[config.mk]
export PLATFORM = sky130hd
export DESIGN_NAME = button_conditioner
export DESIGN_NICKNAME = d
export VERILOG_FILES = /design/src/rtl/button_conditioner.sv
export SDC_FILE = /design/constraint.sdc
export NUM_CORES = 1
export LEC_CHECK = 0
export ABC_CLOCK_PERIOD_IN_PS = 4300
export CAP_MARGIN = 20
export CORE_AREA = 10 10 101 103
export CTS_BUF_LIST = sky130_fd_sc_hd__clkbuf_4
export CTS_CLUSTER_DIAMETER = 200
export CTS_CLUSTER_SIZE = 16
export DETAILED_ROUTE_END_ITERATION = 6
export DIE_AREA = 0 0 111 113
export GPL_TIMING_DRIVEN = 0
export PLACE_DENSITY = 0.71
export SLEW_MARGIN = 25
export SYNTH_ARGS = -nofsm -noshare
export SYNTH_HDL_FRONTEND = slang
export SYNTH_SLANG_ARGS = --single-unit
[constraint.sdc]
create_clock -name clk -period 4.3 [get_ports clk]
set_input_delay 0.86 -clock clk [delete_from_list [all_inputs] [get_ports clk]]
set_output_delay 0.86 -clock clk [all_outputs]
set_load 0.03 [all_outputs]
[src/rtl/button_conditioner.sv]
// Push-button conditioner: 2-flop synchroniser, debounce FSM, press/release/held/long-press outputs.
// Define BUTTON_AUTOREPEAT_EN to re-issue `debounced` every REPEAT_CYCLES while in the long-press state.
module button_conditioner #(
  parameter int unsigned DEBOUNCE_CYCLES = 1_000_000,
  parameter int unsigned LONG_CYCLES     = 50_000_000,
  parameter int unsigned REPEAT_CYCLES   = 10_000_000
) (
  input  logic clk,
  input  logic rst,
  input  logic btn,
  output logic debounced,
  output logic released,
  output logic held,
  output logic long_press
);

  typedef enum logic [2:0] {
    IDLE       = 3'd0,
    PRESS_DB   = 3'd1,
    PRESSED    = 3'd2,
    LONG       = 3'd3,
    RELEASE_DB = 3'd4
  } state_t;

  localparam logic [31:0] DB_LAST   = DEBOUNCE_CYCLES - 32'd1;
  localparam logic [31:0] LONG_LAST = LONG_CYCLES - 32'd1;

  if ((DEBOUNCE_CYCLES < 32'd2) || (LONG_CYCLES < 32'd2) || (REPEAT_CYCLES < 32'd2)) begin : g_param_check
    $error("button_conditioner: cycle parameters must be >= 2");
  end

  state_t      state_r;
  logic        from_long_r;
  logic        sync1_r;
  logic        sync2_r;
  logic        pressed_s;
  logic [31:0] db_cnt_r;
  logic [31:0] hold_cnt_r;
`ifdef BUTTON_AUTOREPEAT_EN
  localparam logic [31:0] REP_LAST = REPEAT_CYCLES - 32'd1;
  logic [31:0] rep_cnt_r;
`endif

  // btn is active-low; the synchroniser resets to the released level
  assign pressed_s = ~sync2_r;

  // Two-flop synchroniser for the asynchronous button input
  always_ff @(posedge clk) begin
    if (rst) begin
      sync1_r <= 1'b1;
      sync2_r <= 1'b1;
    end else begin
      sync1_r <= btn;
      sync2_r <= sync1_r;
    end
  end

  // Debounce / hold FSM with registered pulse and level outputs
  always_ff @(posedge clk) begin
    if (rst) begin
      state_r     <= IDLE;
      from_long_r <= 1'b0;
      db_cnt_r    <= 32'd0;
      hold_cnt_r  <= 32'd0;
`ifdef BUTTON_AUTOREPEAT_EN
      rep_cnt_r   <= 32'd0;
`endif
      debounced   <= 1'b0;
      released    <= 1'b0;
      held        <= 1'b0;
      long_press  <= 1'b0;
    end else begin
      debounced  <= 1'b0;
      released   <= 1'b0;
      long_press <= 1'b0;
      case (state_r)
        IDLE: begin
          if (pressed_s) begin
            state_r  <= PRESS_DB;
            db_cnt_r <= 32'd0;
          end else begin
            state_r  <= IDLE;
          end
        end
        PRESS_DB: begin
          // the entry cycle is the first stable sample, so accept on the incremented count
          if (!pressed_s) begin
            state_r  <= IDLE;
            db_cnt_r <= 32'd0;
          end else if ((db_cnt_r + 32'd1) == DB_LAST) begin
            state_r    <= PRESSED;
            db_cnt_r   <= 32'd0;
            hold_cnt_r <= 32'd0;
`ifdef BUTTON_AUTOREPEAT_EN
            rep_cnt_r  <= 32'd0;
`endif
            debounced  <= 1'b1;
            held       <= 1'b1;
          end else begin
            db_cnt_r <= db_cnt_r + 32'd1;
          end
        end
        PRESSED: begin
          // release is tested first so it wins over a coincident long-press
          if (!pressed_s) begin
            state_r     <= RELEASE_DB;
            from_long_r <= 1'b0;
            db_cnt_r    <= 32'd0;
          end else if (hold_cnt_r == LONG_LAST) begin
            state_r    <= LONG;
            hold_cnt_r <= hold_cnt_r + 32'd1;
`ifdef BUTTON_AUTOREPEAT_EN
            rep_cnt_r  <= 32'd0;
`endif
            long_press <= 1'b1;
          end else begin
            hold_cnt_r <= hold_cnt_r + 32'd1;
          end
        end
        LONG: begin
          if (!pressed_s) begin
            state_r     <= RELEASE_DB;
            from_long_r <= 1'b1;
            db_cnt_r    <= 32'd0;
          end
`ifdef BUTTON_AUTOREPEAT_EN
          else if (rep_cnt_r == REP_LAST) begin
            rep_cnt_r <= 32'd0;
            debounced <= 1'b1;
          end else begin
            rep_cnt_r <= rep_cnt_r + 32'd1;
          end
`else
          else begin
            state_r <= LONG;
          end
`endif
        end
        RELEASE_DB: begin
          // a returning press resumes the originating state with counters untouched
          if (pressed_s) begin
            state_r  <= from_long_r ? LONG : PRESSED;
            db_cnt_r <= 32'd0;
          end else if ((db_cnt_r + 32'd1) == DB_LAST) begin
            state_r    <= IDLE;
            db_cnt_r   <= 32'd0;
            hold_cnt_r <= 32'd0;
            released   <= 1'b1;
            held       <= 1'b0;
          end else begin
            db_cnt_r <= db_cnt_r + 32'd1;
          end
        end
        default: begin
          state_r  <= IDLE;
          db_cnt_r <= 32'd0;
          held     <= 1'b0;
        end
      endcase
    end
  end

endmodule
==> results of run 1 <==
path summary, 6_finish.rpt:
kind / to / slack [ps] / cells past startpoint
worst max-delay path: hold_cnt_r[10]$_SDFFE_PP0P_ / 390 / 12
worst min-delay path: sync2_r$_SDFF_PP1_ / 440 / 1
worst max register to register: hold_cnt_r[10]$_SDFFE_PP0P_ / 390 / 12
worst min register to register: sync2_r$_SDFF_PP1_ / 440 / 1
critical path, cell delays in order, from the launching register on:
cell and delay (ps):
dfxtp_1 460, ha_1 310, nand3_1 190, or4_4 490, buf_6 170, nor3_2 240, mux2i_1 320, nand4_1 210
nor4_1 520, nand2_1 340, nand2_4 200, buf_4 210, a311oi_1 110
registers in the layout, summed over array words and instances, names as in the netlist:
signal,cells
hold_cnt_r,32
released,1
db_cnt_r,32
long_press,1
held,1
debounced,1
sync2_r,1
state_r,3
sync1_r,1
from_long_r,1
synth_stat cells (4+ instances only):
cell type	n	area [sq um]
a311oi_1	24	210
and2_1	4	25.0
or3_1	12	75.1
a21oi_1	27	135
or2_2	7	43.8
mux2i_1	7	70.1
o21ai_0	41	205
buf_4	4	30.0
nor3_1	16	80.1
inv_1	16	60.1
and3_1	19	119
xnor2_1	13	114
nand2_1	58	218
a21o_1	8	60.1
and4_1	5	43.8
xor2_1	8	70.1
nand2b_1	4	25.0
nor4_1	17	106
clkbuf_1	24	90.1
nand3b_1	4	30.0
nor2_1	47	176
buf_2	6	30.0
nand4_1	18	113
dfxtp_1	74	1480
nand3_1	23	115
a31oi_1	15	93.8
report_power, final:
| part | total, mW | internal [mW] | switching [mW] | leakage [nW] |
|---|---|---|---|---|
| Combinational | 0.0358 | 0.0104 | 0.0253 | 0.806 |
| Sequential | 0.687 | 0.687 | 0.000749 | 0.596 |
| Clock | 0.426 | 0.170 | 0.256 | 0.0652 |
stage by stage:
| step | instances | cell area, sq um | hold WS [ps] | worst slack [ps] |
|---|---|---|---|---|
| final | 687 | 4710 | 435 | 389 |
| after global routing | 687 | 4710 | 468 | 215 |
| after CTS | 687 | 4710 | 437 | 469 |
| after detailed placement | 672 | 4590 | 399 | 476 |
| after global placement | 672 | 4590 | 391 | 557 |
| after floorplan | 561 | 4400 | 389 | 1230 |
cell type report:
| type | count | share of cell area |
|---|---|---|
| Clock buffer | 9 | 0.0143 |
| Timing Repair Buffer | 6 | 0.0127 |
| Tap cell | 105 | 0.0279 |
| Sequential cell | 74 | 0.314 |
| Multi-Input combinational cell | 435 | 0.569 |
| Inverter | 16 | 0.0127 |
| Buffer | 36 | 0.0366 |
| Clock inverter | 6 | 0.0125 |
cells by family after synthesis:
logic type	after synthesis	synth area share
fa+ha+maj	3	0.00854
flops	74	0.337
simple gates	256	0.319
buf+inv	52	0.0529
compound gates	145	0.217
xor+xnor	21	0.0418
mux	10	0.0236
per-layer routing:
metal  routed length (um)  share of wire  global-route usage  up-vias
li1                     -              -                   -     2126
met5                    0              0                   0        -
met4                  234          0.021              0.0833        0
met3                  479          0.043              0.0275       21
met2                 5510           0.49               0.301      111
met1                 4920           0.44               0.211     2036
cells in the final DEF, fill, tap and decap left out, types with 5 or more instances in the layout:
| cell type | count |
|---|---|
| xor2_1 | 8 |
| a21oi_1 | 27 |
| nor4_1 | 17 |
| a31oi_1 | 15 |
| a311oi_1 | 24 |
| buf_2 | 6 |
| nand4_1 | 18 |
| or3_1 | 12 |
| a21o_1 | 8 |
| nand3_1 | 23 |
| clkdlybuf4s50_1 | 6 |
| and4_1 | 5 |
| nor3_1 | 16 |
| or2_2 | 7 |
| inv_1 | 16 |
| clkbuf_4 | 9 |
| and3_1 | 19 |
| xnor2_1 | 13 |
| clkbuf_1 | 24 |
| dfxtp_1 | 74 |
| nand2_1 | 58 |
| mux2i_1 | 7 |
| nor2_1 | 47 |
| o21ai_0 | 41 |
==> flow_metrics.env, run 1 <==
export IMPL_drv_cap=0
export IMPL_finalPower_mw=1.15
export IMPL_reg2reg_from="db_cnt_r[1]$_SDFFE_PP0P_"
export IMPL_synthCells=561
export IMPL_slew_headroom=0.435
export IMPL_clock_skew_ps=13.1
export IMPL_die_w_um=111
export IMPL_yosysSeqAreaShare=0.337
export IMPL_max_freq_mhz=256
export IMPL_p_leak_nw=1.47
export IMPL_grt_pass1_vias=4025
export IMPL_rsz0062_at_grt="no"
export IMPL_ctsResizeCount=0
export IMPL_gp_congestion=0.869
export IMPL_drtIter0Drc=241
export IMPL_fin_nets=584
export IMPL_synthDistinctLibCells=65
export IMPL_cp_arrival_ps=4200
export IMPL_status="finished, final reports clean"
export IMPL_clock_sinks=74
export IMPL_num_rows=33
export IMPL_critPathRequiredTime_ps=4590
export IMPL_clk_latency_ps=420
export IMPL_fillCellCount=759
export IMPL_fin_crit_ps=3910
export IMPL_antenna_found_initial=0
export IMPL_clk_path_buf_depth=2
export IMPL_p_per_area_mw_per_mm2=244
export IMPL_async_flop_share=0
export IMPL_multi_input_area_sq_mm=0.00268
export IMPL_drtAntennaViolNets=0
export IMPL_initial_utilization=0.540
export IMPL_tns_ps=0
export IMPL_vias=4294
export IMPL_cts_tree="done"
export IMPL_dp_hpwl_um=8130
export IMPL_htree_num_levels=3
export IMPL_grt_max_degree=13
export IMPL_regArea_sq_mm=0.00148
export IMPL_critPathMaxFanout=10
export IMPL_postCtsHoldBufs=0
export IMPL_overflow=0
export IMPL_synth_area_sq_mm=0.00440
export IMPL_clk_pin_slew_ps=130
export IMPL_track_usage=0.176
export IMPL_ios=7
export IMPL_routed_via_density=6.25
export IMPL_hp_class="flop to flop"
export IMPL_syn_area_per_cell_sq_um=7.84
export IMPL_min_from="sync1_r$_SDFF_PP1_"
export IMPL_synth_warnings=0
export IMPL_worst_pin_slew_ps=845
export IMPL_syn_nets=567
export IMPL_wl_um=11100
export IMPL_antennaDiodeCount=0
export IMPL_numCtsBuffers=9
export IMPL_io_buffers=6
export IMPL_fin_util=0.579
export IMPL_syn_to_final_growth_pct=7.23
export IMPL_fp_coreArea_sq_mm=0.00813
export IMPL_synth_edf_count=0
export IMPL_die_area_sq_mm=0.0125
export IMPL_path_class="flop to flop"
export IMPL_hold_violations=0
export IMPL_avgRoutedWirePerCell_um=16.2
export IMPL_synthFlopType="dfxtp_1"
export IMPL_ir_worst_vdd_uv=123
export IMPL_first_pass_iters=5
export IMPL_synth_seq_cells=74
export IMPL_grt_first_pass_wirelength_um=19000
export IMPL_start_kind="flop"
export IMPL_layout_drive_gt1_share=0.0876
export IMPL_end_kind="flop"
export IMPL_setup_violations=0
export IMPL_drc_errors=0
export IMPL_die_h_um=113
export IMPL_slew_viol_final=0
export IMPL_cts_root_buf="clkbuf_4"
export IMPL_setup_worst_path_start="db_cnt_r[1]$_SDFFE_PP0P_"
export IMPL_post_cts_setup_buffer_count=0
export IMPL_timing_final_crit_share=0.910
Note: power is estimated with default switching activity, not from simulation.
==> run 2: changes to the inputs <==
--- a/config.mk
+++ b/config.mk
@@ -9,7 +9,6 @@
 export CAP_MARGIN = 20
 export CORE_AREA = 10 10 101 103
 export CTS_BUF_LIST = sky130_fd_sc_hd__clkbuf_4
-export CTS_CLUSTER_DIAMETER = 200
 export CTS_CLUSTER_SIZE = 16
 export DETAILED_ROUTE_END_ITERATION = 6
 export DIE_AREA = 0 0 111 113
==> results of run 2 <==
The final DEF is identical to that of run 1; final timing and power are the same.
==> edit 1, RTL diff (config.mk and constraints of run 2) <==
Register the input `btn` before use. The logic sees it one clock later.
--- a/src/rtl/button_conditioner.sv
+++ b/src/rtl/button_conditioner.sv
@@ -25,6 +25,12 @@
   localparam logic [31:0] DB_LAST   = DEBOUNCE_CYCLES - 32'd1;
   localparam logic [31:0] LONG_LAST = LONG_CYCLES - 32'd1;
 
+  logic btn_q;
+
+  always_ff @(posedge clk) begin
+    btn_q <= btn;
+  end
+
   if ((DEBOUNCE_CYCLES < 32'd2) || (LONG_CYCLES < 32'd2) || (REPEAT_CYCLES < 32'd2)) begin : g_param_check
     $error("button_conditioner: cycle parameters must be >= 2");
   end
@@ -50,7 +56,7 @@
       sync1_r <= 1'b1;
       sync2_r <= 1'b1;
     end else begin
-      sync1_r <= btn;
+      sync1_r <= btn_q;
       sync2_r <= sync1_r;
     end
   end
Behaviour: no difference found for any inputs over 4 cycles, from zero or initial values and one cycle with rst high; that may be too few to reach the edited logic, so the function may still have changed.
==> edit 1 against run 2 <==
- sequential cell count is 1 higher
- final area is 7.4% higher
- routed wire length is 22% higher
- maximum frequency rose by 7.2%
- critical path type unchanged
- worst setup slack improved by 0.26 ns
- power increased by 3.2%
- synthesized area increased by 7.8%
- via count up 13%
==> edit 1: results (changes against run 2) <==
Slowest stage delay, CP: 0.61 ns (+0.09 ns)
Initial antenna violation count: 0 (unchanged)
Adder-Cell Fraction of Synth Area: 0.7922% (-0.062 points)
Setup crit end: db_cnt_r[6]
Synthesis Warnings: 0 (unchanged)
Met3 Use GR: 3.434% (+0.69 points)
Multi-input logic area: 2935 um2 (+9.5%)
Non-clk bufs: 53 (+26%)
Seq. pwr: 0.697 mW (+1%)
Top cells by area, synth: dfxtp_1 (32%), nand2_1 (4.1%), a31oi_1 (3.7%), nand3_1 (3.3%), nor3_1 (3.0%)
Routed wl met2: 5729 um (+4.1%)
Net Count, Synth: 614 (+8.3%)
XOR/XNOR share of the synthesized area: 3.327% (-0.86 points)
Peak VDD IR: 0.1753 mV (+43%)
Relative slew margins: 51.33% (+7.8 points)
Lkg Pwr: 1.565 nW (+6.7%)
Register area share after synthesis: 31.69% (-2.0 points)
Non-Clock Buffer Area Fraction: 5.488% (+0.55 points)
Crit path arrival time: 3.95 ns (-0.25 ns)
Global-route wire length before repair: 22690 um (+19%)
Reg clk slew, reported paths: 0.11 ns (-0.02 ns)
Inverters: 21 (+5)
Internal: 0.8823 mW (+1.8%)
Flop2flop setup slack: 0.65 ns (+0.26 ns)
Pin count of the biggest net entering global routing: 14 (+1)
Met3 routed WL: 1041 um (+120%)
Mux contribution to synthesized area: 1.479% (-0.88 points)
Clock share of power: 37.4% (+0.3 points)
Nets@finish: 630 (+7.9%)
Placement Setup Slack: 0.7502 ns (+0.2738 ns)
PortBufs: 5 (-1)
Vias: 4873 (+13%)
Hpwl dp: 9580 um (+18%)
Achievable frequency: 274.2 MHz (+7.2%)
Vias in the first global route: 4525 (+12%)
Setup crit start: db_cnt_r[17]
Top post-synthesis cells by count: dfxtp_1 (75), nand2_1 (52), nor2_1 (34)
Met2 usage: 30.74% (+0.63 points)
Fillers: 740 (-2.5%)
Clock Skew: 0.02182 ns (+0.008749 ns)
Total GRT Usage: 21.23% (+3.7 points)
Metal-1 WL: 6622 um (+35%)
Worst r2r path cells: 11 (-1)
Crit-path slowest cell: nor4_2
Starting DRC count in detailed routing: 517 (+110%)
Multi-In Gates: 464 (+6.7%)
Status: finished clean
Gpl congestion: 0.9059 (+4.2%)
GR Layer Usage met1: 30.92% (+9.8 points)
Synth Area in Compound Gates: 20.54% (-1.2 points)
-- edit 1: cell types whose count changed in the layout (fill, tap and decap cells not counted), sizes merged, moves of 12 or more --
cell | run 2 | this run
o41ai | 0 | 12
o21ai | 44 | 29
nor3 | 17 | 30
nor2 | 48 | 35
a311oi | 24 | 2
a31oi | 16 | 28
-- edit 1: metrics by stage --
step	std cells	cell area (um2)	utilization [%]	hold WS (ns)
finish	734	5061	62.22	0.4216
CTS	734	5061	62.22	0.4250
global route	734	5061	62.22	0.4305
detailed placement	718	4925	60.54	0.3969
global placement	718	4920	60.48	0.3919
floorplan	608	4738	-	0.3895
-- edit 1: cell families after synthesis --
| logic type | count (synthesis) |
|---|---|
| simple gates | 290 |
| mux | 7 |
| fa+ha+maj | 3 |
| xor+xnor | 18 |
| compound gates | 146 |
| flops | 75 |
| buf+inv | 69 |
==> edit 2, RTL diff (flow settings as in run 2) <==
Made on the original files. `DEBOUNCE_CYCLES`: 1_000_000 -> 500_000.
--- a/src/rtl/button_conditioner.sv
+++ b/src/rtl/button_conditioner.sv
@@ -1,7 +1,7 @@
 // Push-button conditioner: 2-flop synchroniser, debounce FSM, press/release/held/long-press outputs.
 // Define BUTTON_AUTOREPEAT_EN to re-issue `debounced` every REPEAT_CYCLES while in the long-press state.
 module button_conditioner #(
-  parameter int unsigned DEBOUNCE_CYCLES = 1_000_000,
+  parameter int unsigned DEBOUNCE_CYCLES = 500_000,
   parameter int unsigned LONG_CYCLES     = 50_000_000,
   parameter int unsigned REPEAT_CYCLES   = 10_000_000
 ) (
Formal check against the unedited RTL: no difference found for any inputs over 10 cycles, from zero or initial values and one cycle with rst high; that may be too few to reach the edited logic, so the function may still have changed.
==> edit 2 against run 2 <==
- synthesized cell count increased by 9.1%
- sequential cell count unchanged
- worst setup slack got worse by 0.14 ns
- critical endpoint is now db_cnt_r[12]
- first-iteration DRC count increased by 45%
- count of clock-buffer cells in the layout increased by 1
- power increased by 3.4%
- final area increased by 4.9%
- routed wire length increased by 16%
- synthesized area increased by 4.6%
- die area unchanged
==> edit 2: results (changes against run 2) <==
Pin count of the biggest net entering global routing: 14 (+1)
Net Count, Synth: 618 (+9.0%)
Vias: 4614 (+7.5%)
XOR/XNOR share of the synthesized area: 2.667% (-1.5 points)
Status: finished clean
Ratio of cells with drive above 1 in the final layout: 8.847% (+0.084 points)
Routed wl met2: 6446 um (+17%)
Clock Skew: 0.01270 ns (-0.0003704 ns)
Nets@finish: 634 (+8.6%)
Gpl congestion: 0.9077 (+4.4%)
Post-Syn Instances: 612 (+9.1%)
Peak VDD IR: 0.1606 mV (+31%)
Clock share of power: 38.7% (+1.6 points)
Adder-Cell Fraction of Synth Area: 0.8165% (-0.037 points)
GR Layer Usage met1: 22.48% (+1.4 points)
Global-route wire length before repair: 21290 um (+12%)
Lkg Pwr: 1.659 nW (+13%)
Worst-skew pair later-pin latency: 0.44 ns (+0.02 ns)
Mux contribution to synthesized area: 1.415% (-0.95 points)
Total GRT Usage: 20.22% (+2.6 points)
Crit path arrival time: 4.39 ns (+0.19 ns)
Family with the most delay on the worst path: compound AO/OA/AOI/OAI gates
Starting DRC count in detailed routing: 350 (+45%)
Cell variety after synth: 70 (+7.7%)
Final Power: 1.188 mW (+3.4%)
Placement Setup Slack: 0.2924 ns (-0.1841 ns)
Top post-synthesis cells by count: dfxtp_1 (74), nand2_1 (59), nor2_1 (51)
Met3 routed WL: 702 um (+47%)
Met2 usage: 36.40% (+6.3 points)
PortBufs: 5 (-1)
Synth Area in Compound Gates: 24.31% (+2.6 points)
Final wirelength: 12930 um (+16%)
WL per Instance: 17.52 um (+8.1%)
Hpwl dp: 9351 um (+15%)
-- edit 2: changes by cell type in the layout (fill, tap and decap cells not counted), sizes merged, moves of 7 or more --
cell           run 2  this run
a21o               8        16
o21ai             44        51
o22a               0         7
a311oi            24         2
nand3             24        33
a31oi             16         6
and3              19        11
nor3              17        27
clkbuf            33        43
-- edit 2: path summary, 6_finish.rpt --
check	cells past startpoint	to	slack (ns)	from
worst max-delay path	11	db_cnt_r[12]	0.25	db_cnt_r[1]
worst min register to register	1	sync2_r	0.43	sync1_r
worst max register to register	11	db_cnt_r[12]	0.25	db_cnt_r[1]
worst min-delay path	1	sync2_r	0.43	sync1_r
-- edit 2: layout make-up --
class                           count  area, um2
Timing Repair Buffer                5      50.05
Clock inverter                      6      66.31
Clock buffer                       10      75.07
Sequential cell                    74       1481
Multi-Input combinational cell    468       2845
Fill cell                         769       3192
Inverter                           22      82.58
Buffer                             48      210.2
Tap cell                          105      131.4
